### config.mk
export PLATFORM = sky130hd
export DESIGN_NAME = matrix_accumulator_array
export DESIGN_NICKNAME = d
export VERILOG_FILES = /design/src/rtl/matrix_accumulator_array.sv
export SDC_FILE = /design/constraint.sdc
export NUM_CORES = 1
export LEC_CHECK = 0
export CORE_MARGIN = 4
export CORE_UTILIZATION = 50
export CTS_CLUSTER_DIAMETER = 150
export DETAILED_ROUTE_END_ITERATION = 16
export PLACE_DENSITY = 0.74
export SLEW_MARGIN = 30
export SYNTH_ARGS = -nofsm -noshare
export SYNTH_HDL_FRONTEND = slang
export SYNTH_SLANG_ARGS = --single-unit
### constraint.sdc
create_clock -name clock -period 6.39 [get_ports clock]
set_input_delay 1.278 -clock clock [delete_from_list [all_inputs] [get_ports clock]]
set_output_delay 1.278 -clock clock [all_outputs]
set_load 0.02 [all_outputs]
### src/rtl/matrix_accumulator_array.sv
// Multi-channel saturating tile accumulator.
// Sums len input beats per channel and presents the totals until handed off.
module matrix_accumulator_array #(
  parameter int N_CH      = 4,
  parameter int IN_WIDTH  = 16,
  parameter int ACC_WIDTH = 32,
  parameter int CNT_WIDTH = 8
) (
  input  logic                      clock,
  input  logic                      reset,
  input  logic                      clear,
  input  logic                      start,
  input  logic [CNT_WIDTH-1:0]      len,
  input  logic                      in_valid,
  output logic                      in_ready,
  input  logic [N_CH*IN_WIDTH-1:0]  in_data,
  output logic                      out_valid,
  input  logic                      out_ready,
  output logic [N_CH*ACC_WIDTH-1:0] out_data,
  output logic [N_CH-1:0]           out_ovf,
  output logic                      busy
);

  typedef enum logic [1:0] {
    IDLE  = 2'd0,
    ACCUM = 2'd1,
    DRAIN = 2'd2
  } state_e;

  state_e               state_q, state_d;
  logic [CNT_WIDTH-1:0] len_q, len_d;
  logic [CNT_WIDTH-1:0] cnt_q, cnt_d;
  logic [CNT_WIDTH-1:0] cnt_inc;
  logic [ACC_WIDTH-1:0] acc_q [N_CH];
  logic [ACC_WIDTH-1:0] acc_d [N_CH];
  logic [ACC_WIDTH-1:0] sat_w [N_CH];
  logic [N_CH-1:0]      ovf_q, ovf_d;
  logic [N_CH-1:0]      vf_w;
  logic                 go;
  logic                 beat;
  logic                 last;

  assign go      = (state_q == IDLE) && start;
  assign beat    = (state_q == ACCUM) && in_valid;
  assign cnt_inc = cnt_q + 1'b1;
  assign last    = beat && (cnt_inc == len_q);

  // One guard bit catches overflow; clamp toward the sign of the true sum.
  for (genvar k = 0; k < N_CH; k++) begin : g_ch
    logic [ACC_WIDTH:0] sum;
    assign sum = {acc_q[k][ACC_WIDTH-1], acc_q[k]}
               + {{(ACC_WIDTH+1-IN_WIDTH){in_data[k*IN_WIDTH+IN_WIDTH-1]}},
                  in_data[k*IN_WIDTH +: IN_WIDTH]};
    assign vf_w[k]  = sum[ACC_WIDTH] ^ sum[ACC_WIDTH-1];
    assign sat_w[k] = !vf_w[k] ? sum[ACC_WIDTH-1:0] :
                      sum[ACC_WIDTH] ? {1'b1, {(ACC_WIDTH-1){1'b0}}} :
                                       {1'b0, {(ACC_WIDTH-1){1'b1}}};
    assign out_data[k*ACC_WIDTH +: ACC_WIDTH] = acc_q[k];
  end

  always_ff @(posedge clock or negedge reset) begin
    if (!reset) state_q <= IDLE;
    else        state_q <= state_d;
  end

  always_comb begin
    state_d = state_q;
    if (clear) begin
      state_d = IDLE;
    end else begin
      unique case (state_q)
        IDLE:    if (start)     state_d = ACCUM;
        ACCUM:   if (last)      state_d = DRAIN;
        DRAIN:   if (out_ready) state_d = IDLE;
        default:                state_d = IDLE;
      endcase
    end
  end

  always_comb begin
    in_ready  = 1'b0;
    out_valid = 1'b0;
    busy      = 1'b0;
    unique case (state_q)
      ACCUM: begin
        in_ready = 1'b1;
        busy     = 1'b1;
      end
      DRAIN: begin
        out_valid = 1'b1;
        busy      = 1'b1;
      end
      default: ;
    endcase
  end

  assign out_ovf = ovf_q;

  always_comb begin
    len_d = len_q;
    cnt_d = cnt_q;
    ovf_d = ovf_q;
    for (int k = 0; k < N_CH; k++) acc_d[k] = acc_q[k];
    if (clear) begin
      cnt_d = '0;
      ovf_d = '0;
      for (int k = 0; k < N_CH; k++) acc_d[k] = '0;
    end else if (go) begin
      len_d = (len == '0) ? CNT_WIDTH'(1) : len;
      cnt_d = '0;
      ovf_d = '0;
      for (int k = 0; k < N_CH; k++) acc_d[k] = '0;
    end else if (beat) begin
      cnt_d = cnt_inc;
      ovf_d = ovf_q | vf_w;
      for (int k = 0; k < N_CH; k++) acc_d[k] = sat_w[k];
    end
  end

  always_ff @(posedge clock or negedge reset) begin
    if (!reset) begin
      len_q <= '0;
      cnt_q <= '0;
      ovf_q <= '0;
      for (int k = 0; k < N_CH; k++) acc_q[k] <= '0;
    end else begin
      len_q <= len_d;
      cnt_q <= cnt_d;
      ovf_q <= ovf_d;
      for (int k = 0; k < N_CH; k++) acc_q[k] <= acc_d[k];
    end
  end

endmodule

==> results of run 1 <==
==> kinds of logic after synthesis <==
group                    after synthesis  synth area share (%)
AND/OR/NAND/NOR                      547                  18.6
XOR/XNOR                             124                  8.39
multiplexers                          12                 0.988
adder cells (fa/ha/maj)              142                  13.8
flip-flops                           150                  28.8
AO/OA/AOI/OAI                        539                  26.2
buffers and inverters                 98                  3.24
==> flip-flops by register name, indices dropped and copies added (netlist names) <==
name and count:
len_q 8, out_ovf 4, state_q 2, out_data 128
cnt_q 8
==> synth_stat cells (5+ instances only) <==
library cell / instances / area share, %
dfrtp_1: 150 / 29
nor3_1: 21 / 0.81
o21a_1: 22 / 1.3
a31oi_1: 20 / 0.96
xnor2_1: 87 / 5.8
o211ai_1: 19 / 1.1
nand4_1: 18 / 0.86
and2_1: 5 / 0.24
nand2b_1: 17 / 0.82
mux2_2: 7 / 0.60
o31ai_1: 5 / 0.29
o41ai_1: 5 / 0.34
a21oi_1: 143 / 5.5
mux2i_1: 5 / 0.38
inv_1: 41 / 1.2
and3_1: 18 / 0.86
a211oi_1: 23 / 1.3
o21bai_1: 9 / 0.52
nand3_1: 39 / 1.5
o21ai_2: 20 / 1.3
a21o_1: 50 / 2.9
or3_1: 7 / 0.34
o21ai_1: 10 / 0.38
nor2_1: 163 / 4.7
clkbuf_1: 46 / 1.3
xor2_1: 36 / 2.4
nor2b_1: 12 / 0.58
nand2_1: 223 / 6.4
ha_1: 135 / 13
o21ai_0: 155 / 5.9
==> final timing paths <==
kind	endpoint	cells after the start	slack, ns
setup / recovery	out_data[98]	16	1.24
hold / removal	out_data[82]	2	0.50
setup reg to reg	out_data[113]	16	2.16
hold reg to reg	out_data[82]	2	0.50
max in group asynchronous	out_data[90]	2	4.35
min in group asynchronous	out_data[78]	1	0.86
==> area by class of cell <==
| cell class | instances | area [sq um] |
|---|---|---|
| Multi-Input combinational cell | 1364 | 8890 |
| Clock buffer | 18 | 439 |
| Sequential cell | 150 | 3750 |
| Inverter | 41 | 154 |
| Antenna cell | 1 | 2.50 |
| Fill cell | 2224 | 9300 |
| Tap cell | 330 | 413 |
| Clock inverter | 14 | 199 |
| Timing Repair Buffer | 226 | 2240 |
==> routing by layer <==
| layer | vias up | GRT usage (%) | wire length, microns | share of wire, % |
|---|---|---|---|---|
| met3 | 29 | 4.75 | 1800 | 5.2 |
| met2 | 261 | 40.0 | 15800 | 46 |
| met1 | 5757 | 32.0 | 16500 | 48 |
| li1 | 6206 | - | - | - |
| met5 | - | 0 | 0 | 0 |
| met4 | 0 | 6.09 | 476 | 1.4 |
==> worst min-delay path, stage by stage, from the launching register on <==
cell	delay, ns
dfrtp_1	0.36
nand2_1	0.06
nand2_1	0.05
==> per-stage QoR <==
step,cells,util [%]
5_1_grt,2144,63.4
4_1_cts,2143,63.3
3_5_place_dp,2111,60.8
2_1_floorplan,1612,-
6_report,2144,63.4
3_3_place_gp,2111,60.8
==> power breakdown <==
group,switching (mW),internal (mW),total [mW]
Combinational,0.578,0.421,0.999
Sequential,0.0530,1.01,1.06
Clock,0.447,0.669,1.12
Total,1.08,2.10,3.17
==> reports/results.ini, run 1 <==
[yosys]
syn_avg_cell_area_sq_um = 8.09
synth_ff_type = dfrtp_1
synth_cell_type_count = 81
synth_edf_count = 0
async_reset_ff_share_pct = 100
synth_nets = 1829
synth_seq_cells = 150
seq_area_frac_synth_pct = 28.8
synth_area_sq_mm = 0.0130
ys_warn_count = 0
syn_inst = 1612

[detailed_routing]
drt-total-wl_microns = 34600
drcViolationCount = 0
drt_iter0_markers = 623
num_vias = 12300
firstDrtPassIters = 6
routed_via_density = 5.72
avgRoutedWirePerCell_microns = 16.2
antenna_left = 0

[critical_path]
start_kind = primary input
crit_buf_inv = 3
crit_required_ns = 6.69
cp-startpoint = in_data[63]
rr_startpoint = out_data[96]
slowest_delay_ns = 0.65
cp.arrival_ns = 5.44
criticalPathCategory = in -> reg
crit_fanout = 34
cp-end-kind = register
path_cells = clkdlybuf4s50_1 -> ha_1 -> a21o_1 -> a221oi_1 -> o21a_1 -> nand2_1 -> o21ai_0 -> o21ai_0 -> a21o_1 -> a21o_1 -> xor2_1 -> ha_1 -> buf_4 -> a41o_1 -> buf_4 -> o21ai_0
crit_family = compound AO/OA/AOI/OAI gates
crit_path_top_delay_cell = clkdlybuf4s50_1

[floorplanning]
io_pins = 213
floorplan.initialDensity_pct = 51.3
rows = 58
chipHeight_microns = 170
die_w_microns = 170
core_area_sq_mm = 0.0254
design.die.area_sq_mm = 0.0287

[placement]
place_area_sq_mm = 0.0155
dpl.hpwl_microns = 25700
dp_slack_ns = 0.792
port_buffers = 212
gp_congestion = 0.913

[final_layout]
layout-drive-gt1-share_pct = 5.68
final_cell_mix = nand2_1, clkdlybuf4s50_1, nor2_1
area_growth_pct = 23.4
fin_nets = 2017
postLayoutCellArea_sq_mm = 0.0161
layout_commonest_cell = nand2_1

[global_route]
grt_max_degree = 71
grt_first_pass_wirelength_microns = 58100
grt_usage_pct = 23.9
grt_overflow = 0
antenna_found_initial = 1
grt_pass1_vias = 12000

[cts]
cts_tree = done
ctsResizeCount = 0
root_buffer = clkbuf_16
cts.sinks = 150
htree_num_levels = 4
clkLatencyLatePin_ns = 0.43
post_cts_buffers = 0
cts_max_path_buffers = 2
clk_pin_slew_worst_paths_ns = 0.07
hold_buffers = 0
cts_made_buffers = 17

[sta]
fin_crit_ns = 5.15
clock.fmax_ghz = 0.194
holdWs_ns = 0.500
setup_viol = 0
skew_ns = 0.0135
rsz0062_at_grt = no
setup_slack_ns = 1.24
relSlewSlack_pct = 46.2
final_hold_viol_count = 0
tightest_slew_ns = 0.806
fin_crit_sh_pct = 80.6
fin_setup_tns_ns = 0
slew_violations = 0

[pwr]
power_mw = 3.17
ir_drop_mv = 0.175
p_leak_nw = 7.39
powerDensity_mw_per_mm2 = 197

[flow_run]
drv_cap = 0

[min_path]
hp-class = reg -> reg
min_from = out_data[82]

[status]
status = finished clean

Power figures use the tool's default switching activity.
==> run 2: changes to the inputs <==
Clock period 6.39 ns to 5 ns, I/O delays scaled along.
==> reports/results.ini, run 2 (synthesis gave the netlist of run 1 again) <==
[detailed_routing]
antenna_left = 0  ; unchanged
num_vias = 12500  ; +2.0%
drt-total-wl_microns = 35400  ; +2.2%
drt_iter0_markers = 699  ; +12%
firstDrtPassIters = 5  ; -1
avgRoutedWirePerCell_microns = 16.3  ; +0.79%
routed_via_density = 5.75  ; +0.65%
drcViolationCount = 0  ; unchanged

[placement]
gp_congestion = 0.989  ; +8.4%
place_area_sq_mm = 0.0157  ; +1.7%
port_buffers = 212  ; unchanged
dpl.hpwl_microns = 26300  ; +2.4%
dp.cells = 2141  ; +1.4%

[critical_path]
r2r_end = out_data[119]
rr_startpoint = out_data[96]
start_kind = primary input
endpoint = out_data[119]
crit_fanout = 21  ; -38%
cp.arrival_ns = 4.89  ; -0.55 ns
ff2ff_path_depth = 17  ; +1
crit_required_ns = 5.34  ; -1.35 ns
cp-end-kind = register
cp-startpoint = in_data[48]
timing.reg2reg.setup_slack_ns = 1.04  ; -1.12 ns
criticalPathCategory = in -> reg

[floorplanning]
core_area_sq_mm = 0.0254  ; unchanged
io_pins = 213  ; unchanged
rows = 58  ; unchanged
design.die.area_sq_mm = 0.0287  ; unchanged
chipHeight_microns = 170  ; unchanged
floorplan.initialDensity_pct = 51.3  ; unchanged
die_w_microns = 170  ; unchanged

[sta]
fin_crit_ns = 4.56
skew_ns = 0.0153  ; +0.00176 ns
clock.fmax_ghz = 0.219
setup_viol = 0  ; unchanged
relSlewSlack_pct = 45.9  ; -0.34 points
holdWs_ns = 0.500  ; -0.000275 ns
final_hold_viol_count = 0  ; unchanged
fin_crit_sh_pct = 91.1
tightest_slew_ns = 0.812  ; +0.00517 ns
slew_violations = 0  ; unchanged
rsz0062_at_grt = no

[final_layout]
postLayoutCellArea_sq_mm = 0.0163  ; +1.4%
fin_nets = 2047  ; +1.5%
multiInputGateArea_sq_mm = 0.00889  ; about the same
final_cell_mix = nand2_1, clkdlybuf4s50_1, nor2_1
antennaDiodeCount = 0  ; -1
area_growth_pct = 25.2
largest_reg_flops = 128  ; unchanged
register_area_sq_mm = 0.00375  ; unchanged
fillers = 2242  ; +0.81%
layout_commonest_cell = nand2_1
layout-drive-gt1-share_pct = 7.00  ; +1.3 points
fin_cells = 2173  ; +1.4%
utilization_pct = 64.3  ; +0.89 points

[cts]
htree_num_levels = 4  ; unchanged
post_cts_buffers = 0  ; unchanged
cts.sinks = 150  ; unchanged
cts_tree = done
root_buffer = clkbuf_16
hold_buffers = 0  ; unchanged
ctsResizeCount = 0  ; unchanged
cts_made_buffers = 17  ; unchanged
cts_max_path_buffers = 2  ; unchanged
clkLatencyLatePin_ns = 0.44  ; about the same
clk_pin_slew_worst_paths_ns = 0.06  ; about the same

[global_route]
grt_overflow = 0  ; unchanged
grt_pass1_vias = 12200  ; +2.1%
grt_first_pass_wirelength_microns = 60000  ; +3.3%
grt_max_degree = 98  ; +38%
grt_usage_pct = 24.6  ; +0.70 points
antenna_found_initial = 0  ; -1

[status]
status = finished clean

[pwr]
ir_drop_mv = 0.151  ; -14%
powerDensity_mw_per_mm2 = 247  ; +25%
p_leak_nw = 7.54  ; +2.0%
power_mw = 4.04  ; +27%

[flow_run]
drv_cap = 0  ; unchanged

[min_path]
hp-class = reg -> reg

[run 2: cell count changes in the layout (fill, tap and decap cells not counted), moves of 2 or more]
| cell | delta |
|---|---|
| clkbuf_1 | +2 |
| clkinvlp_4 | -2 |
| buf_4 | +27 |
| buf_12 | +3 |
[run 2: area by class of cell]
type	instances	area share, %
repair buffers	256	15.4
well taps	330	2.53
flip-flops and latches	150	23.0
clock buffers	19	2.65
inverters	41	0.943
clock inverters	13	1.05
multi-input cells	1364	54.5
[run 2: power breakdown]
group / switching, mW / internal, mW
clock network: 0.568 / 0.793
registers: 0.0679 / 1.29
logic: 0.753 / 0.570
[run 2: per-layer routing]
layer	global-route usage [%]	part of all wire, %	up-vias
met5	0	0	-
met4	5.81	1.5	0
met3	4.19	5.3	42
met2	41.4	46	293
met1	33.4	47	5908
li1	-	-	6257
[run 2: worst min-delay path by stage]
stage,cells past startpoint,end,startpoint,slack [ns]
after floorplan,2,len_q[0],len_q[0],0.47
after global placement,2,len_q[0],len_q[0],0.49
after detailed placement,2,out_ovf[0],out_ovf[0],0.49
after CTS,2,out_data[73],out_data[73],0.51
after global routing,2,out_data[80],out_data[80],0.53
final,2,out_data[73],out_data[73],0.50
[run 2: metrics by stage]
step / setup WS, ns / TNS, ns
2_1_floorplan: 0.659 / 0
3_3_place_gp: 0.109 / 0
3_5_place_dp: -0.00453 / -0.00829
4_1_cts: 0.430 / 0
5_1_grt: 0.113 / 0
6_report: 0.444 / 0
[run 2: critical path, cell delays in order]
cell             delay, ns
clkdlybuf4s50_1       0.40
ha_1                  0.23
fa_1                  0.43
a211oi_1              0.36
o21ai_1               0.18
nand3_1               0.12
a21oi_1               0.10
o22ai_1               0.20
o31ai_1               0.15
o41a_1                0.36
nand2_1               0.09
a21o_1                0.15
ha_1                  0.28
inv_1                 0.09
o21ai_0               0.09
a41o_1                0.25
buf_4                 0.20
o21ai_0               0.21
==> edit: new RTL, config.mk and constraints of run 1 <==
The 3 states of `state_e` get a one-hot encoding in 3 bits.
--- a/src/rtl/matrix_accumulator_array.sv
+++ b/src/rtl/matrix_accumulator_array.sv
@@ -22,8 +22,8 @@
 );
 
-  typedef enum logic [1:0] {
-    IDLE  = 2'd0,
-    ACCUM = 2'd1,
-    DRAIN = 2'd2
+  typedef enum logic [2:0] {
+    IDLE  = 3'b001,
+    ACCUM = 3'b010,
+    DRAIN = 3'b100
   } state_e;
 
Check against the original RTL: same outputs for any inputs over 4 cycles, from zero or initial values and one cycle with reset low; so few cycles prove little.
==> edit against run 1 <==
Core utilization down 0.77 points. Sequential cell count grew 1. Setup slack got worse by 14 ps. Count of clock-buffer cells in the layout grew 3. Wire length is 1.9% lower. Non-clock buffer count grew 4. Synthesized area is 2.6% lower. Final area decreased by 2.3%. Cell count is 4.4% lower.
Power is not compared: it rests on default switching activity, and its combinational part moved more than twofold at a synthesized area within 25%.
==> edit: results (changes against run 1) <==
----------------------------------------------------
[Timing]
  Slew of the pin with the lowest slew margin ... 907 ps (+101 ps)
  Final worst path period share ... 80.8% (+0.22 points)
  Setup Skew ... 16.6 ps (+3.13 ps)
  Final Hold Slack ... 498 ps (-2.56 ps)

[Setup path]
  Delay of the slowest cell on the worst path ... 430 ps (-220 ps)
  Worst reg2reg path startpoint ... out_data[102]$_DFFE_PN0P_
  Critical path peak fanout ... 19 (-44%)
  Launching element of the worst setup path ... in_data[54]
  Path depth of the worst reg2reg path ... 17 (+1)

[Synthesis]
  Number of different library cells in the post-synthesis netlist ... 70 (-14%)
  Most common library cells after synthesis ... sky130_fd_sc_hd__nand2_1 (174), sky130_fd_sc_hd__dfrtp_1 (150), sky130_fd_sc_hd__o21ai_0 (147)
  Sequential element share of the synthesized area ... 29.8% (+0.99 points)

[Global routing]
  Routing usage on met1 ... 31.9% (-0.11 points)
  Via count of the first global-routing pass ... 11900 (-0.74%)
  Largest net degree at the start of global routing ... 99 (+39%)
  Met3 GRT Util ... 5.57% (+0.82 points)
  Global-route wire length before repair ... 57.8 mm (-0.59%)
  Met2 Resource Use GR ... 40.3% (+0.38 points)

[Worst hold path]
  Worst Hold Endpoint ... out_data[24]$_DFFE_PN0P_
  Hold_sp ... out_data[24]$_DFFE_PN0P_

[Final layout]
  Layout buffering overhead excluding clock cells ... 14.4% (+0.46 points)
  Comb_multi_in ... 1262 (-7.5%)
  Total area of multi-input combinational cells ... 8520 um2 (-4.2%)
  Layout cells sized above 1 ... 4.77% (-0.91 points)
  Fillers ... 2225 (+0.045%)
  Number of ordinary inverters in the final layout ... 45 (+9.8%)
  Nets ... 1920 (-4.8%)
  Non-clock buffer instance count of the final layout ... 230 (+1.8%)
  ANT cells ... 0 (-1)
  Register area ... 3780 um2 (+0.70%)
  Clock buf/inv share ... 3.67% (-0.30 points)
  Clock buffer count in the final layout ... 21 (+3)
  Sequential fraction of total cell area ... 24.0% (+0.73 points)

[Detailed routing]
  First-pass DRT Iterations ... 5 (-1)
  Routed wire length ... 34.0 mm (-1.9%)
  Uppermost metal layer occupied by signal nets ... met5
  Metal3 WL ... 1.99 mm (+10%)

[Placed design]
  Weighted congestion at the end of routability-driven global placement ... 0.920 (+0.82%)
  Post-place instance area ... 15100 um2 (-2.0%)
  Worst-case setup slack after placement ... 808 ps (+16.0 ps)
  Placed cells ... 2018 (-4.4%)

[Clock network]
  Sink Count ... 151 (+0.67%)

[Outcome]
  Status ... complete, no violations

[Power and ir drop]
  Final Power ... 2.40 mW

----------------------------------------------------
edit: changes by cell type after synthesis, moves of 10 or more:
cell	before	now
sky130_fd_sc_hd__clkbuf_1	46	56
sky130_fd_sc_hd__nand2_1	223	174
sky130_fd_sc_hd__nand3_1	39	23
sky130_fd_sc_hd__o21ai_2	20	5
sky130_fd_sc_hd__a21oi_1	143	125
sky130_fd_sc_hd__a221o_1	2	31
sky130_fd_sc_hd__a21o_1	50	76
sky130_fd_sc_hd__o211ai_1	19	5
sky130_fd_sc_hd__nor2_1	163	141
edit: kinds of logic after synthesis:
logic type               synth area share (%)
buffers and inverters                    3.50
XOR/XNOR                                 8.62
AND/OR/NAND/NOR                          16.3
AO/OA/AOI/OAI                            27.3
adder cells (fa/ha/maj)                  13.7
flip-flops                               29.8
multiplexers                            0.779
